`src/rtl/roi_dout_monitor.sv`:
```
// Purpose : static-side monitor of the reconfigurable partition's output bus: synchronize,
//           qualify as stable, commit, count changes of the committed value, blink a status LED.
// Latency : 2 edges of synchronization, then STABLE_CYCLES equal samples before a commit.
// Backpressure: none; free-running observer, din is sampled every clk edge.
// Ports   : clk, rst (sync, active-high); din (async bus from the partition);
//           value/value_valid (committed value and its qualifier); change_pulse/change_count
//           (one pulse and a saturating count per change of committed value); blinky (LED).
module roi_dout_monitor #(
    parameter int DOUT_N        = 3,
    parameter int STABLE_CYCLES = 16,
    parameter int CNT_W         = 8,
    parameter int BLINK_DIV     = 10000000
) (
    input  logic              clk,
    input  logic              rst,
    input  logic [DOUT_N-1:0] din,
    output logic [DOUT_N-1:0] value,
    output logic              value_valid,
    output logic              change_pulse,
    output logic [CNT_W-1:0]  change_count,
    output logic              blinky
);

    localparam int SC_W  = $clog2(STABLE_CYCLES);
    localparam int DIV_W = $clog2(BLINK_DIV);
    localparam logic [SC_W-1:0]  SC_LAST  = SC_W'(STABLE_CYCLES - 1);
    localparam logic [DIV_W-1:0] DIV_LAST = DIV_W'(BLINK_DIV - 1);

    typedef enum logic [1:0] {
        ST_INIT,
        ST_SETTLING,
        ST_STABLE
    } state_t;

    state_t            state, state_d;
    logic [DOUT_N-1:0] s1, s2;
    logic [DOUT_N-1:0] candidate, candidate_d;
    logic [SC_W-1:0]   stab_cnt, stab_cnt_d;
    logic [DOUT_N-1:0] value_d;
    logic              value_valid_d;
    logic              change_pulse_d;
    logic [CNT_W-1:0]  change_count_d;
    logic              have_prev, have_prev_d;
    logic [DIV_W-1:0]  blink_div;

    // Qualifier / commit logic. INIT and SETTLING qualify identically; INIT only
    // records that nothing has been committed since reset.
    always_comb begin
        state_d        = state;
        candidate_d    = candidate;
        stab_cnt_d     = stab_cnt;
        value_d        = value;
        value_valid_d  = value_valid;
        change_pulse_d = 1'b0;
        change_count_d = change_count;
        have_prev_d    = have_prev;

        if (s2 != candidate) begin
            // Any disturbance restarts qualification; value is held for the consumer.
            candidate_d = s2;
            stab_cnt_d  = '0;
            if (state == ST_STABLE) begin
                state_d       = ST_SETTLING;
                value_valid_d = 1'b0;
            end
        end else if (state != ST_STABLE && stab_cnt == SC_LAST) begin
            value_d       = candidate;
            value_valid_d = 1'b1;
            state_d       = ST_STABLE;
            stab_cnt_d    = '0;
            have_prev_d   = 1'b1;
            // A recommit of the same value after a glitch is not a reconfiguration event.
            if (have_prev && candidate != value) begin
                change_pulse_d = 1'b1;
                if (change_count != {CNT_W{1'b1}}) begin
                    change_count_d = change_count + 1'b1;
                end
            end
        end else if (state != ST_STABLE) begin
            stab_cnt_d = stab_cnt + 1'b1;
        end
    end

    always_ff @(posedge clk) begin
        if (rst) begin
            state        <= ST_INIT;
            s1           <= '0;
            s2           <= '0;
            candidate    <= '0;
            stab_cnt     <= '0;
            value        <= '0;
            value_valid  <= 1'b0;
            change_pulse <= 1'b0;
            change_count <= '0;
            have_prev    <= 1'b0;
        end else begin
            state        <= state_d;
            s1           <= din;
            s2           <= s1;
            candidate    <= candidate_d;
            stab_cnt     <= stab_cnt_d;
            value        <= value_d;
            value_valid  <= value_valid_d;
            change_pulse <= change_pulse_d;
            change_count <= change_count_d;
            have_prev    <= have_prev_d;
        end
    end

    // LED divider runs only while a qualified value is present; the first toggle
    // lands BLINK_DIV edges after value_valid rises.
    always_ff @(posedge clk) begin
        if (rst || !value_valid) begin
            blink_div <= '0;
            blinky    <= 1'b0;
        end else if (blink_div == DIV_LAST) begin
            blink_div <= '0;
            blinky    <= ~blinky;
        end else begin
            blink_div <= blink_div + 1'b1;
        end
    end

endmodule

```
`config.mk`:
```
export PLATFORM = sky130hd
export DESIGN_NAME = roi_dout_monitor
export DESIGN_NICKNAME = d
export VERILOG_FILES = /design/src/rtl/roi_dout_monitor.sv
export SDC_FILE = /design/constraint.sdc
export NUM_CORES = 1
export LEC_CHECK = 0
export ABC_AREA = 1
export BUFFER_PORTS_ARGS = -buffer_cell sky130_fd_sc_hd__buf_4
export CORE_MARGIN = 5
export CORE_UTILIZATION = 25
export CTS_CLUSTER_DIAMETER = 150
export DETAILED_ROUTE_END_ITERATION = 12
export PLACE_DENSITY_LB_ADDON = 0.15
export SYNTH_ARGS = -nofsm -noshare
export SYNTH_HDL_FRONTEND = slang
export SYNTH_SLANG_ARGS = --single-unit
export TNS_END_PERCENT = 50
```
`constraint.sdc`:
```
create_clock -name clk -period 4.4 [get_ports clk]
set_input_delay 0.22 -clock clk [delete_from_list [all_inputs] [get_ports clk]]
set_output_delay 0.22 -clock clk [all_outputs]
set_load 0.05 [all_outputs]
```
==> results.env, run 1 <==
STATUS='complete, no violations'
CRITICAL_PATH.MAX_FANOUT=8
POWER_DENSITY_nW_PER_UM2=272
PRE_CTS_WS_NS=2.74
ROUTE.VIAS.TOTAL=2047
MULTI_INPUT_AREA_SQ_UM=1230
PART_OF_THE_YOSYS_AREA_USED_FOR_SEQUENTIAL_ELEMENTS=0.423
SYNTH_FF_TYPE='sky130_fd_sc_hd__dfxtp_1'
DIE_W_UM=110
REG_CLK_SLEW_REPORTED_PATHS_NS=0.09
SYN-INSTANCE-COUNT=347
LARGEST_FAMILY_OF_LOGIC_CELLS_BY_SYNTHESIZED_AREA='simple AND/OR/NAND/NOR gates'
YOSYS.CELL_COUNT.TOP_TYPE='sky130_fd_sc_hd__nand2_1'
TRITONCTS.NUM_BUFFERS=5
WORST_PIN_SLEW_NS=0.523
NETLIST-CELL-TYPE-COUNT=29
DRC=0
YOSYS-TOP-CELLS-COUNT='sky130_fd_sc_hd__nand2_1 (73), sky130_fd_sc_hd__nor2_1 (71), sky130_fd_sc_hd__dfxtp_1 (53)'
SYNTH_FA_HA_AREA_FRAC=0.0149
SEQCELLAREA_SQ_UM=1060
WORSTHOLDENDPOINT='s1[2]$_SDFF_PP0_'
GR-USAGE-ALL-LAYERS=0.0909
HOLD_BUFFERS=0
GRT_OVERFLOW=0
GRT_SETUP_UNREPAIRED='false'
INITIAL_ANTENNA_VIOLATION_COUNT=0
IRDROPWORSTVDD_mV=0.129
SYN-NUM-NETS=355
SETUP_SKEW_NS=0.0152
MAXSLEWVIOLCOUNT=0
SYNTH_TOP_CELL_BY_AREA='sky130_fd_sc_hd__dfxtp_1'
FP.COREAREA_SQ_UM=9770
HOLD_PATH_CLASS='in2reg'
CRIT-REG2REG-CAPTURE='change_count[6]$_SDFFE_PP0P_'
NETLIST_TOP_CELLS_AREA='sky130_fd_sc_hd__dfxtp_1 (42%), sky130_fd_sc_hd__nand2_1 (11%), sky130_fd_sc_hd__nor2_1 (11%)'
DRTANTENNAVIOLNETS=0
NUM_ROWS=36
SYNTHESIS.AREA_PER_INSTANCE_SQ_UM=7.24
IOPINCOUNT=19
CELL_LEAKAGE_POWER_nW=1.11
PIN_COUNT_OF_THE_BIGGEST_NET_ENTERING_GLOBAL_ROUTING=23
WORSTSETUPSTARTPOINTTYPE='flip-flop'
SUMMED_INSTANCE_AREA_OF_THE_SYNTHESIZED_NETLIST_SQ_UM=2510
CTS_RESIZED=0
ARRIVAL_NS=1.85
WL_PER_CELL_UM=10.3
MAX_CAP_VIOL_COUNT=0
FLOORPLAN.INITIALDENSITY=0.257
H-TREE-DEPTH=2
SYNTH_EDF_COUNT=0
TIMING.REG2REG.WORST_PATH_DEPTH=9
HOLDCRITSTARTPOINT='din[2]'
CP-END-KIND='flip-flop'
MIN_PERIOD_OVER_PERIOD=0.377
FIRST_GLOBAL_VIAS=1877
CLKSINKCOUNT=53
FINALWEIGHTEDCONGESTION=0.707
ACHIEVABLE-FREQUENCY_MHz=602
CLK_TREE_ROOT_CELL='sky130_fd_sc_hd__clkbuf_8'
DIEHEIGHT_UM=110
REGTOREGSETUPSLACK_NS=2.74
SYNTH_ASYNC_SR_FLOP_SHARE=0
WORST_RELATIVE_SLEW_SLACK=0.650
GRT_PASS1_WL_UM=8650
SYNTH_COMPOUND_GATE_AREA_SHARE=0.0463
CTS_TREE='built'
TIMING.RR.START='change_count[0]$_SDFFE_PP0P_'
FINAL_HOLD_VIOL_COUNT=0
WHS_PATH_DEPTH=3
YOSYS.AREA_SHARE.SIMPLE=0.368
NUM-FILL-CELLS=1086
WORSTSKEWPAIRLATENCY_NS=0.31
PORT_BUFFERS=18
FINAL.SETUP.WORST_SLACK_NS=2.74
ROUTE.DETAILED.VIAS_PER_INST=4.08
SETUP-VIOLATIONS-FINAL=0
DRT_PASS1_ITERATIONS=4
SYNTH-XOR-AREA-SHARE=0.0628
YOSYS_TOP_CELL_AREA_SHARE=0.423
AREA_GROWTH_SYN_TO_LAYOUT_PCT=14.1
DRIVE_ABOVE_1_SHARE=0.122
SETUP_TOTAL_NEGATIVE_SLACK_NS=0
TIMING.CRITICAL_PATH.REQUIRED_NS=4.59
CTS_BUFFER_DEPTH=2
CRITPATHKIND='reg2reg'
FINALWIRELENGTH_UM=5150
YOSYSWARNINGS=0
MUX_CONTRIBUTION_TO_SYNTHESIZED_AREA=0
DETAILED_PLACE_HPWL_UM=3890
ANTENNADIODECOUNT=0
FIN_NETS=376
POSTCTSSETUPREPAIRBUFS=0
FINALCRITICALPERIOD_NS=1.66
DRTITER0DRC=49
POSTSYNTHREGISTERBITS=53
DIE_AREA_SQ_UM=12100
## cells in the final DEF, fill, tap and decap left out, drive strengths merged
cell type / n
o21bai: 1
xnor2: 4
buf: 18
or3: 1
nand4: 9
ha: 3
clkbuf: 7
nand2: 78
o22ai: 2
nand3: 20
clkinvlp: 1
xor2: 14
dfxtp: 53
inv: 49
nand3b: 2
nor3: 10
a21oi: 13
nor2: 79
or2: 1
o21ai: 4
## state kept, by name, summed over array words and instances, names as in the netlist
signal and flops:
blink_div 24, change_count 8, stab_cnt 4, candidate 3
s1 3, s2 3, value 3, blinky 1
change_pulse 1, have_prev 1, state 1, value_valid 1
## cell type report
cell class	count	area share
repair buffers	18	0.0472
clock buffers	7	0.0266
well taps	133	0.0581
inverters	49	0.0642
clock inverters	1	0.00262
flip-flops and latches	53	0.370
multi-input cells	241	0.431
## power by group
| part | switching, mW | internal, mW | total, mW |
|---|---|---|---|
| Sequential | 0.00311 | 0.484 | 0.488 |
| Combinational | 0.0136 | 0.00878 | 0.0224 |
| Clock | 0.158 | 0.113 | 0.271 |
| Total | 0.174 | 0.606 | 0.781 |
## worst max-delay path, stage by stage, from the launching register on
cell and delay [ns]:
sky130_fd_sc_hd__dfxtp_1 0.36, sky130_fd_sc_hd__ha_1 0.23, sky130_fd_sc_hd__nand2_1 0.07, sky130_fd_sc_hd__nor2_1 0.07, sky130_fd_sc_hd__nand2_1 0.11, sky130_fd_sc_hd__inv_1 0.04
sky130_fd_sc_hd__nor2_1 0.42, sky130_fd_sc_hd__nand3_1 0.13, sky130_fd_sc_hd__nand2_1 0.09, sky130_fd_sc_hd__nor2_1 0.04
## cell families after synthesis
family | count (synthesis)
AND/OR/NAND/NOR | 200
buffers and inverters | 53
flip-flops | 53
AO/OA/AOI/OAI | 20
XOR/XNOR | 18
adder cells (fa/ha/maj) | 3
## worst max path at each step
stage	startpoint	to	slack, ns	depth (start not counted)
floorplan	change_count[0]$_SDFFE_PP0P_	change_count[6]$_SDFFE_PP0P_	2.69	8
global placement	blink_div[0]$_SDFF_PP0_	blink_div[16]$_SDFF_PP0_	2.75	8
detailed placement	blink_div[0]$_SDFF_PP0_	blink_div[19]$_SDFF_PP0_	2.74	8
CTS	blink_div[0]$_SDFF_PP0_	blink_div[23]$_SDFF_PP0_	2.73	8
global route	change_count[0]$_SDFFE_PP0P_	change_count[5]$_SDFFE_PP0P_	2.56	9
finish	change_count[0]$_SDFFE_PP0P_	change_count[6]$_SDFFE_PP0P_	2.74	9
## metrics by stage
stage | utilization | instances | hold WS, ns | power (mW) | area, sq um
6_report | 0.293 | 502 | 0.113 | 0.781 | 2870
5_1_grt | 0.293 | 502 | 0.117 | 0.827 | 2870
4_1_cts | 0.293 | 502 | 0.105 | 0.802 | 2870
3_5_place_dp | 0.285 | 494 | 0.396 | 0.522 | 2780
3_3_place_gp | 0.285 | 494 | 0.391 | 0.522 | 2780
2_1_floorplan | - | 347 | 0.327 | 0.515 | 2510
## layer usage
layer	global-route usage	up-vias	routed length (um)
li1	-	1114	-
met1	0.116	912	2530
met2	0.150	15	2420
met3	0.0239	6	133
met4	0.0290	0	66
met5	0	-	0
Note: power is estimated with default switching activity, not from simulation.
==> inputs of run 2 (changes only) <==
==> constraint.sdc (replaced) <==
create_clock -name clk -period 1.5 [get_ports clk]
set_input_delay 0.075 -clock clk [delete_from_list [all_inputs] [get_ports clk]]
set_output_delay 0.075 -clock clk [all_outputs]
set_load 0.05 [all_outputs]
==> run 2 against run 1 <==
Compared with the run above:
- core utilization up 6.0 points
- wire length up 11%
- combinational power rose to 5.1 times the previous value
- non-clock buffer count up 41
- global-route usage up 0.77 points
- critical path depth unchanged
- final cell count up 8.4%
- critical endpoint is now blink_div[10]$_SDFF_PP0_
- largest power group unchanged
==> results.env, run 2 (synthesized netlist as in run 1, its figures left out) <==
POWER_SWITCHING_SHARE=0.232  # was 0.223
REG_CLK_SLEW_REPORTED_PATHS_NS=0.10  # was 0.09 ns
CLK_TREE_ROOT_CELL='sky130_fd_sc_hd__clkbuf_8'  # unchanged
DRC=0  # unchanged
DETAILED_PLACE_HPWL_UM=4030  # was 3890 um
FIN_TOTAL_PWR_mW=2.43  # was 0.781 mW
P_INT_mW=1.87  # was 0.606 mW
WORST_PIN_SLEW_NS=0.402  # was 0.523 ns
DRIVE_ABOVE_1_SHARE=0.297  # was 0.122
CELL_LEAKAGE_POWER_nW=1.38  # was 1.11 nW
CLOCK_POWER_SHARE=0.363  # was 0.347
ARRIVAL_NS=1.75  # was 1.85 ns
CTS_TREE='built'  # unchanged
GRT_PASS1_WL_UM=9580  # was 8650 um
DRTANTENNAVIOLNETS=0  # unchanged
DRT_PASS1_ITERATIONS=4  # unchanged
IOPINCOUNT=19  # unchanged
PRE_CTS_WS_NS=-0.0900  # was 2.74 ns
SETUP_SKEW_NS=0.00666  # was 0.0152 ns
LARGEST_REGISTER_FF_COUNT=24  # unchanged
NUM_ROWS=36  # unchanged
FINISH.UTILIZATION=0.353  # was 0.293
FLOORPLAN.INITIALDENSITY=0.257  # unchanged
CLKSINKCOUNT=53  # unchanged
PLACED_CELL_AREA_SQ_UM=3010  # was 2780 sq um
MOSTFREQUENTLAYOUTCELL='sky130_fd_sc_hd__nand2_1'  # unchanged
DIE_W_UM=110  # unchanged
DRTITER0DRC=55  # was 49
FINISH.CELL_COUNT_WITHOUT_FILLERS=544  # was 502
WORST_RELATIVE_SLEW_SLACK=0.731  # was 0.650
GRT_SETUP_UNREPAIRED='true'  # was false
DIE_AREA_SQ_UM=12100  # unchanged
LAYOUT.CELLS.MOST_COMMON_LIST='sky130_fd_sc_hd__nand2_1 (70), sky130_fd_sc_hd__nor2_1 (63), sky130_fd_sc_hd__buf_4 (49), sky130_fd_sc_hd__inv_1 (47), sky130_fd_sc_hd__dfxtp_1 (39)'  # was sky130_fd_sc_hd__nand2_1 (73), sky130_fd_sc_hd__nor2_1 (71), sky130_fd_sc_hd__dfxtp_1 (53), sky130_fd_sc_hd__inv_1 (49), sky130_fd_sc_hd__nand3_1 (19)
TOTAL_SWITCHING_POWER_mW=0.562  # was 0.174 mW
ROUTE.DETAILED.VIAS_PER_INST=4.06  # was 4.08
MIN_PERIOD_OVER_PERIOD=0.996  # was 0.377
GR-USAGE-ALL-LAYERS=0.0986  # was 0.0909
IRDROPWORSTVDD_mV=0.325  # was 0.129 mV
POWER_DENSITY_nW_PER_UM2=704  # was 272 nW/um^2
MAXSLEWVIOLCOUNT=0  # unchanged
REGTOREGSETUPSLACK_NS=0.007  # was 2.74 ns
FINAL_HOLD_VIOL_COUNT=0  # unchanged
FINALCRITICALPERIOD_NS=1.49  # was 1.66 ns
ROUTE.VIAS.TOTAL=2209  # was 2,047
FINALWEIGHTEDCONGESTION=0.767  # was 0.707
ACHIEVABLE-FREQUENCY_MHz=670  # was 602 MHz
FP.COREAREA_SQ_UM=9770  # unchanged
INITIAL_ANTENNA_VIOLATION_COUNT=0  # unchanged
LARGEST_REGS='blink_div x24, change_count x8, stab_cnt x4'  # unchanged
DIEHEIGHT_UM=110  # unchanged
FINALWIRELENGTH_UM=5700  # was 5150 um
PORT_BUFFERS=18  # unchanged
SEQPWRFRAC=0.590  # was 0.624
WORSTSETUPSTARTPOINTTYPE='flip-flop'  # unchanged
SETUP-VIOLATIONS-FINAL=0  # unchanged
CP_SLOWEST_CELL='sky130_fd_sc_hd__dfxtp_2'  # was sky130_fd_sc_hd__nor2_1
CP_SLOWEST_STAGE_DELAY_NS=0.37  # was 0.42 ns
ANTENNADIODECOUNT=0  # unchanged
COMB_POWER_SHARE=0.047  # was 0.029
WL_PER_CELL_UM=10.5  # was 10.3 um
GRT_OVERFLOW=0  # unchanged
FIN_NETS=418  # was 376
STATUS='complete, no violations'  # unchanged
H-TREE-DEPTH=2  # unchanged
FINAL.SETUP.WORST_SLACK_NS=0.00661  # was 2.74 ns
PIN_COUNT_OF_THE_BIGGEST_NET_ENTERING_GLOBAL_ROUTING=18  # was 23
CRITICAL_PATH.MAX_FANOUT=6  # was 8
HOLD_PATH_CLASS='reg2reg'  # was in2reg
CP_CELL_SEQUENCE='ha_4 -> nand2_4 -> nor2_4 -> nand2_4 -> nor2_4 -> buf_4 -> buf_4 -> nand4_1 -> a21oi_2'  # was ha_1 -> nand2_1 -> nor2_1 -> nand2_1 -> inv_1 -> nor2_1 -> nand3_1 -> nand2_1 -> nor2_1
MAX_CAP_VIOL_COUNT=0  # unchanged
TOP_REGISTER='blink_div'  # unchanged
FIN_AREA_SQ_UM=3450  # was 2870 sq um
FIRST_GLOBAL_VIAS=2105  # was 1,877
DPL.CELL_COUNT=518  # was 494
CRITPATHKIND='reg2reg'  # unchanged
CP-END-KIND='flip-flop'  # unchanged
AREA_GROWTH_SYN_TO_LAYOUT_PCT=37.4  # was 14.1%
CTS_BUFFER_DEPTH=2  # unchanged
TRITONCTS.NUM_BUFFERS=5  # unchanged
WORSTSKEWPAIRLATENCY_NS=0.31  # about the same
TIMING.CRITICAL_PATH.REQUIRED_NS=1.75  # was 4.59 ns
## run 2: area by class of cell
class                      count  area [sq um]
clock buffer                   6          82.6
clock inverter                 2          17.5
fill                        1058          6320
inverter                      49           184
multi-input combinational    242          1400
sequential                    53          1080
tap                          133           166
timing repair buffer          59           524
## run 2: path summary, 6_finish.rpt
kind | start | endpoint | cells past startpoint
setup / recovery | blink_div[1]$_SDFF_PP0_ | blink_div[10]$_SDFF_PP0_ | 9
hold reg to reg | s1[2]$_SDFF_PP0_ | s2[2]$_SDFF_PP0_ | 2
hold / removal | s1[2]$_SDFF_PP0_ | s2[2]$_SDFF_PP0_ | 2
setup reg to reg | blink_div[1]$_SDFF_PP0_ | blink_div[10]$_SDFF_PP0_ | 9
## run 2: worst max-delay path, delay by kind of cell (launching register included)
family	cells	cell delay (ns)
simple gates	5	0.55
fa+ha+maj	1	0.14
flops	1	0.37
buf+inv	2	0.23
compound gates	1	0.14
## run 2: power by group through the flow
stage | combinational, mW | clock [mW] | sequential [mW]
final | 0.115 | 0.882 | 1.43
after global routing | 0.130 | 0.993 | 1.44
after CTS | 0.0900 | 0.946 | 1.43
after detailed placement | 0.0834 | 0 | 1.46
after global placement | 0.0829 | 0 | 1.46
after floorplan | 0.0482 | 0 | 1.46
## run 2: routing by layer
metal | vias to the layer above | GRT usage | share of wire
met4 | 0 | 0.0317 | 0.013
met3 | 8 | 0.0239 | 0.026
met1 | 979 | 0.136 | 0.52
li1 | 1207 | - | -
met2 | 15 | 0.152 | 0.44
met5 | - | 0 | 0
## run 2: repair_timing
action                                 CTS  global route
endpoints found under the hold margin    3             2
gates resized for setup                  6            37
hold buffers                             3             1
setup endpoints to repair               31            39
pin swaps                                4            15
cloned                                   0             2
buffers inserted                         1            11
## run 2: per-stage QoR
stage	TNS, ns	hold slack (ns)
global placement	-1.12	0.273
floorplan	-0.0102	0.182
finish	0	0.407
global route	-1.46	0.423
CTS	-0.0348	0.00249
detailed placement	-1.79	0.282
==> inputs of run 3 (changes only) <==
==> constraint.sdc (replaced) <==
create_clock -name clk -period 1.5 [get_ports clk]
set_input_delay 0.15 -clock clk [delete_from_list [all_inputs] [get_ports clk]]
set_output_delay 0.15 -clock clk [all_outputs]
set_load 0.05 [all_outputs]
==> run 3 against run 2 <==
Compared with the run above:
- clock power about the same
- wire length decreased by 0.60%
- worst hold slack got worse by 0.37 ns
- via count decreased by 0.36%
- core utilization decreased by 0.41 points
==> results.env, run 3 (synthesized netlist as in run 1, its figures left out) <==
TRITONCTS.NUM_BUFFERS=5  # unchanged
AREA_GROWTH_SYN_TO_LAYOUT_PCT=35.8  # was 37.4%
DIEHEIGHT_UM=110  # unchanged
SETUP_TOTAL_NEGATIVE_SLACK_NS=0  # unchanged
CTS_BUFFER_DEPTH=2  # unchanged
FP.COREAREA_SQ_UM=9770  # unchanged
GRT_UTIL_MET2=0.152  # unchanged
SETUP_SKEW_NS=0.00708  # was 0.00666 ns
REG_CLK_SLEW_REPORTED_PATHS_NS=0.10  # about the same
DRTANTENNAVIOLNETS=0  # unchanged
MIN_PERIOD_OVER_PERIOD=0.996  # about the same
PRE_CTS_WS_NS=-0.0900  # unchanged
DRT_PASS1_ITERATIONS=4  # unchanged
LARGEST_REGISTER_FF_COUNT=24  # unchanged
FINAL.SETUP.WORST_SLACK_NS=0.00661  # about the same
DRC=0  # unchanged
WORST_RELATIVE_SLEW_SLACK=0.732  # was 0.731
PIN_COUNT_OF_THE_BIGGEST_NET_ENTERING_GLOBAL_ROUTING=18  # unchanged
ACHIEVABLE-FREQUENCY_MHz=670  # unchanged
WORSTSETUPSTARTPOINTTYPE='flip-flop'  # unchanged
FINAL_HOLD_VIOL_COUNT=0  # unchanged
MOSTFREQUENTLAYOUTCELL='sky130_fd_sc_hd__nand2_1'  # unchanged
GR-USAGE-ALL-LAYERS=0.0982  # was 0.0986
FINALCRITICALPERIOD_NS=1.49  # about the same
GRT_PASS1_WL_UM=9540  # was 9580 um
GRT_OVERFLOW=0  # unchanged
FLOORPLAN.INITIALDENSITY=0.257  # unchanged
HOLD_PATH_CLASS='in2reg'  # was reg2reg
REGTOREGSETUPSLACK_NS=0.007  # about the same
INITIAL_ANTENNA_VIOLATION_COUNT=0  # unchanged
DPL.CELL_COUNT=518  # unchanged
HOLD_BUFFERS=0  # was 3
GRT_PEAK_USE_LAYER='met2'  # unchanged
CELL_LEAKAGE_POWER_nW=1.36  # was 1.38 nW
WL_PER_CELL_UM=10.5  # about the same
NUM_ROWS=36  # unchanged
TIMING.CRITICAL_PATH.REQUIRED_NS=1.75  # about the same
DRTITER0DRC=71  # was 55
CLK_TREE_ROOT_CELL='sky130_fd_sc_hd__clkbuf_8'  # unchanged
DIE_W_UM=110  # unchanged
LAYOUT.CELLS.MOST_COMMON_LIST='sky130_fd_sc_hd__nand2_1 (70), sky130_fd_sc_hd__nor2_1 (63), sky130_fd_sc_hd__buf_4 (49), sky130_fd_sc_hd__inv_1 (47), sky130_fd_sc_hd__dfxtp_1 (39)'  # unchanged
FINALWIRELENGTH_UM=5670  # was 5700 um
ANTENNADIODECOUNT=0  # unchanged
ROUTE.DETAILED.VIAS_PER_INST=4.08  # was 4.06
POWER_DENSITY_nW_PER_UM2=709  # was 704 nW/um^2
PORT_BUFFERS=18  # unchanged
IRDROPWORSTVDD_mV=0.324  # was 0.325 mV
DRIVE_ABOVE_1_SHARE=0.300  # was 0.297
FIN_TOTAL_PWR_mW=2.42  # was 2.43 mW
WORSTSKEWPAIRLATENCY_NS=0.31  # about the same
MAX_CAP_VIOL_COUNT=0  # unchanged
FIN_NETS=414  # was 418
CLKSINKCOUNT=53  # unchanged
H-TREE-DEPTH=2  # unchanged
WORST_PIN_SLEW_NS=0.400  # was 0.402 ns
FIRST_GLOBAL_VIAS=2100  # was 2,105
ROUTE.VIAS.TOTAL=2201  # was 2,209
STATUS='complete, no violations'  # unchanged
DIE_AREA_SQ_UM=12100  # unchanged
LARGEST_REGS='blink_div x24, change_count x8, stab_cnt x4'  # unchanged
FINISH.CELL_COUNT_WITHOUT_FILLERS=540  # was 544
GRT_SETUP_UNREPAIRED='true'  # unchanged
DETAILED_PLACE_HPWL_UM=4030  # unchanged
IOPINCOUNT=19  # unchanged
FINALWEIGHTEDCONGESTION=0.767  # unchanged
CRITPATHKIND='reg2reg'  # unchanged
GRT_UTIL_MET3=0.0239  # unchanged
MET1_USAGE=0.135  # was 0.136
CTS_TREE='built'  # unchanged
TOP_REGISTER='blink_div'  # unchanged
CP-END-KIND='flip-flop'  # unchanged
SETUP-VIOLATIONS-FINAL=0  # unchanged
MAXSLEWVIOLCOUNT=0  # unchanged
FINISH.UTILIZATION=0.349  # was 0.353
ARRIVAL_NS=1.75  # about the same
CRITICAL_PATH.MAX_FANOUT=6  # unchanged
-- run 3: cell count changes in the layout (fill, tap and decap cells not counted) --
cell	before	now
sky130_fd_sc_hd__dlygate4sd3_1	4	0
-- run 3: repair_timing --
item / in CTS / in global routing
cloned: 0 / 2
buffers inserted: 1 / 11
resized for setup: 6 / 37
pin swaps: 4 / 15
endpoints found under the setup margin: 31 / 39
endpoints found under the hold margin: 0 / 0
-- run 3: worst paths after layout --
check / cells past startpoint / end / start
max: 9 / blink_div[10]$_SDFF_PP0_ / blink_div[1]$_SDFF_PP0_
max reg2reg: 9 / blink_div[10]$_SDFF_PP0_ / blink_div[1]$_SDFF_PP0_
min: 3 / s1[2]$_SDFF_PP0_ / din[2]
min reg2reg: 2 / s2[2]$_SDFF_PP0_ / s1[2]$_SDFF_PP0_
-- run 3: metrics by stage --
stage	hold WS (ns)	cell area (sq um)
finish	0.0370	3410
global route	0.0333	3410
CTS	0.0257	3140
detailed placement	0.357	3010
global placement	0.348	3010
floorplan	0.257	2520
-- run 3: layer usage --
layer / share of wire / vias to the layer above
met2: 0.44 / 15
met1: 0.52 / 982
met4: 0.013 / 0
li1: - / 1197
met5: 0 / -
met3: 0.027 / 7
-- run 3: cell type report --
class                           count  area (sq um)
Fill cell                        1062          6360
Inverter                           49           184
Timing Repair Buffer               55           484
Tap cell                          133           166
Multi-Input combinational cell    242          1400
Sequential cell                    53          1080
Clock buffer                        6          82.6
Clock inverter                      2          17.5
-- run 3: where the power goes --
group | internal [mW] | leakage, nW | switching [mW]
clock network | 0.384 | 0.0518 | 0.496
registers | 1.42 | 0.436 | 0.00997
logic | 0.0525 | 0.875 | 0.0540
total | 1.86 | 1.36 | 0.560
-- run 3: worst max-delay path, cell delays in order (launching register included) --
cell                      delay (ns)
sky130_fd_sc_hd__dfxtp_2        0.37
sky130_fd_sc_hd__ha_4           0.14
sky130_fd_sc_hd__nand2_4        0.05
sky130_fd_sc_hd__nor2_4         0.11
sky130_fd_sc_hd__nand2_4        0.09
sky130_fd_sc_hd__nor2_4         0.21
sky130_fd_sc_hd__buf_4          0.14
sky130_fd_sc_hd__buf_4          0.09
sky130_fd_sc_hd__nand4_1        0.09
sky130_fd_sc_hd__a21oi_2        0.14
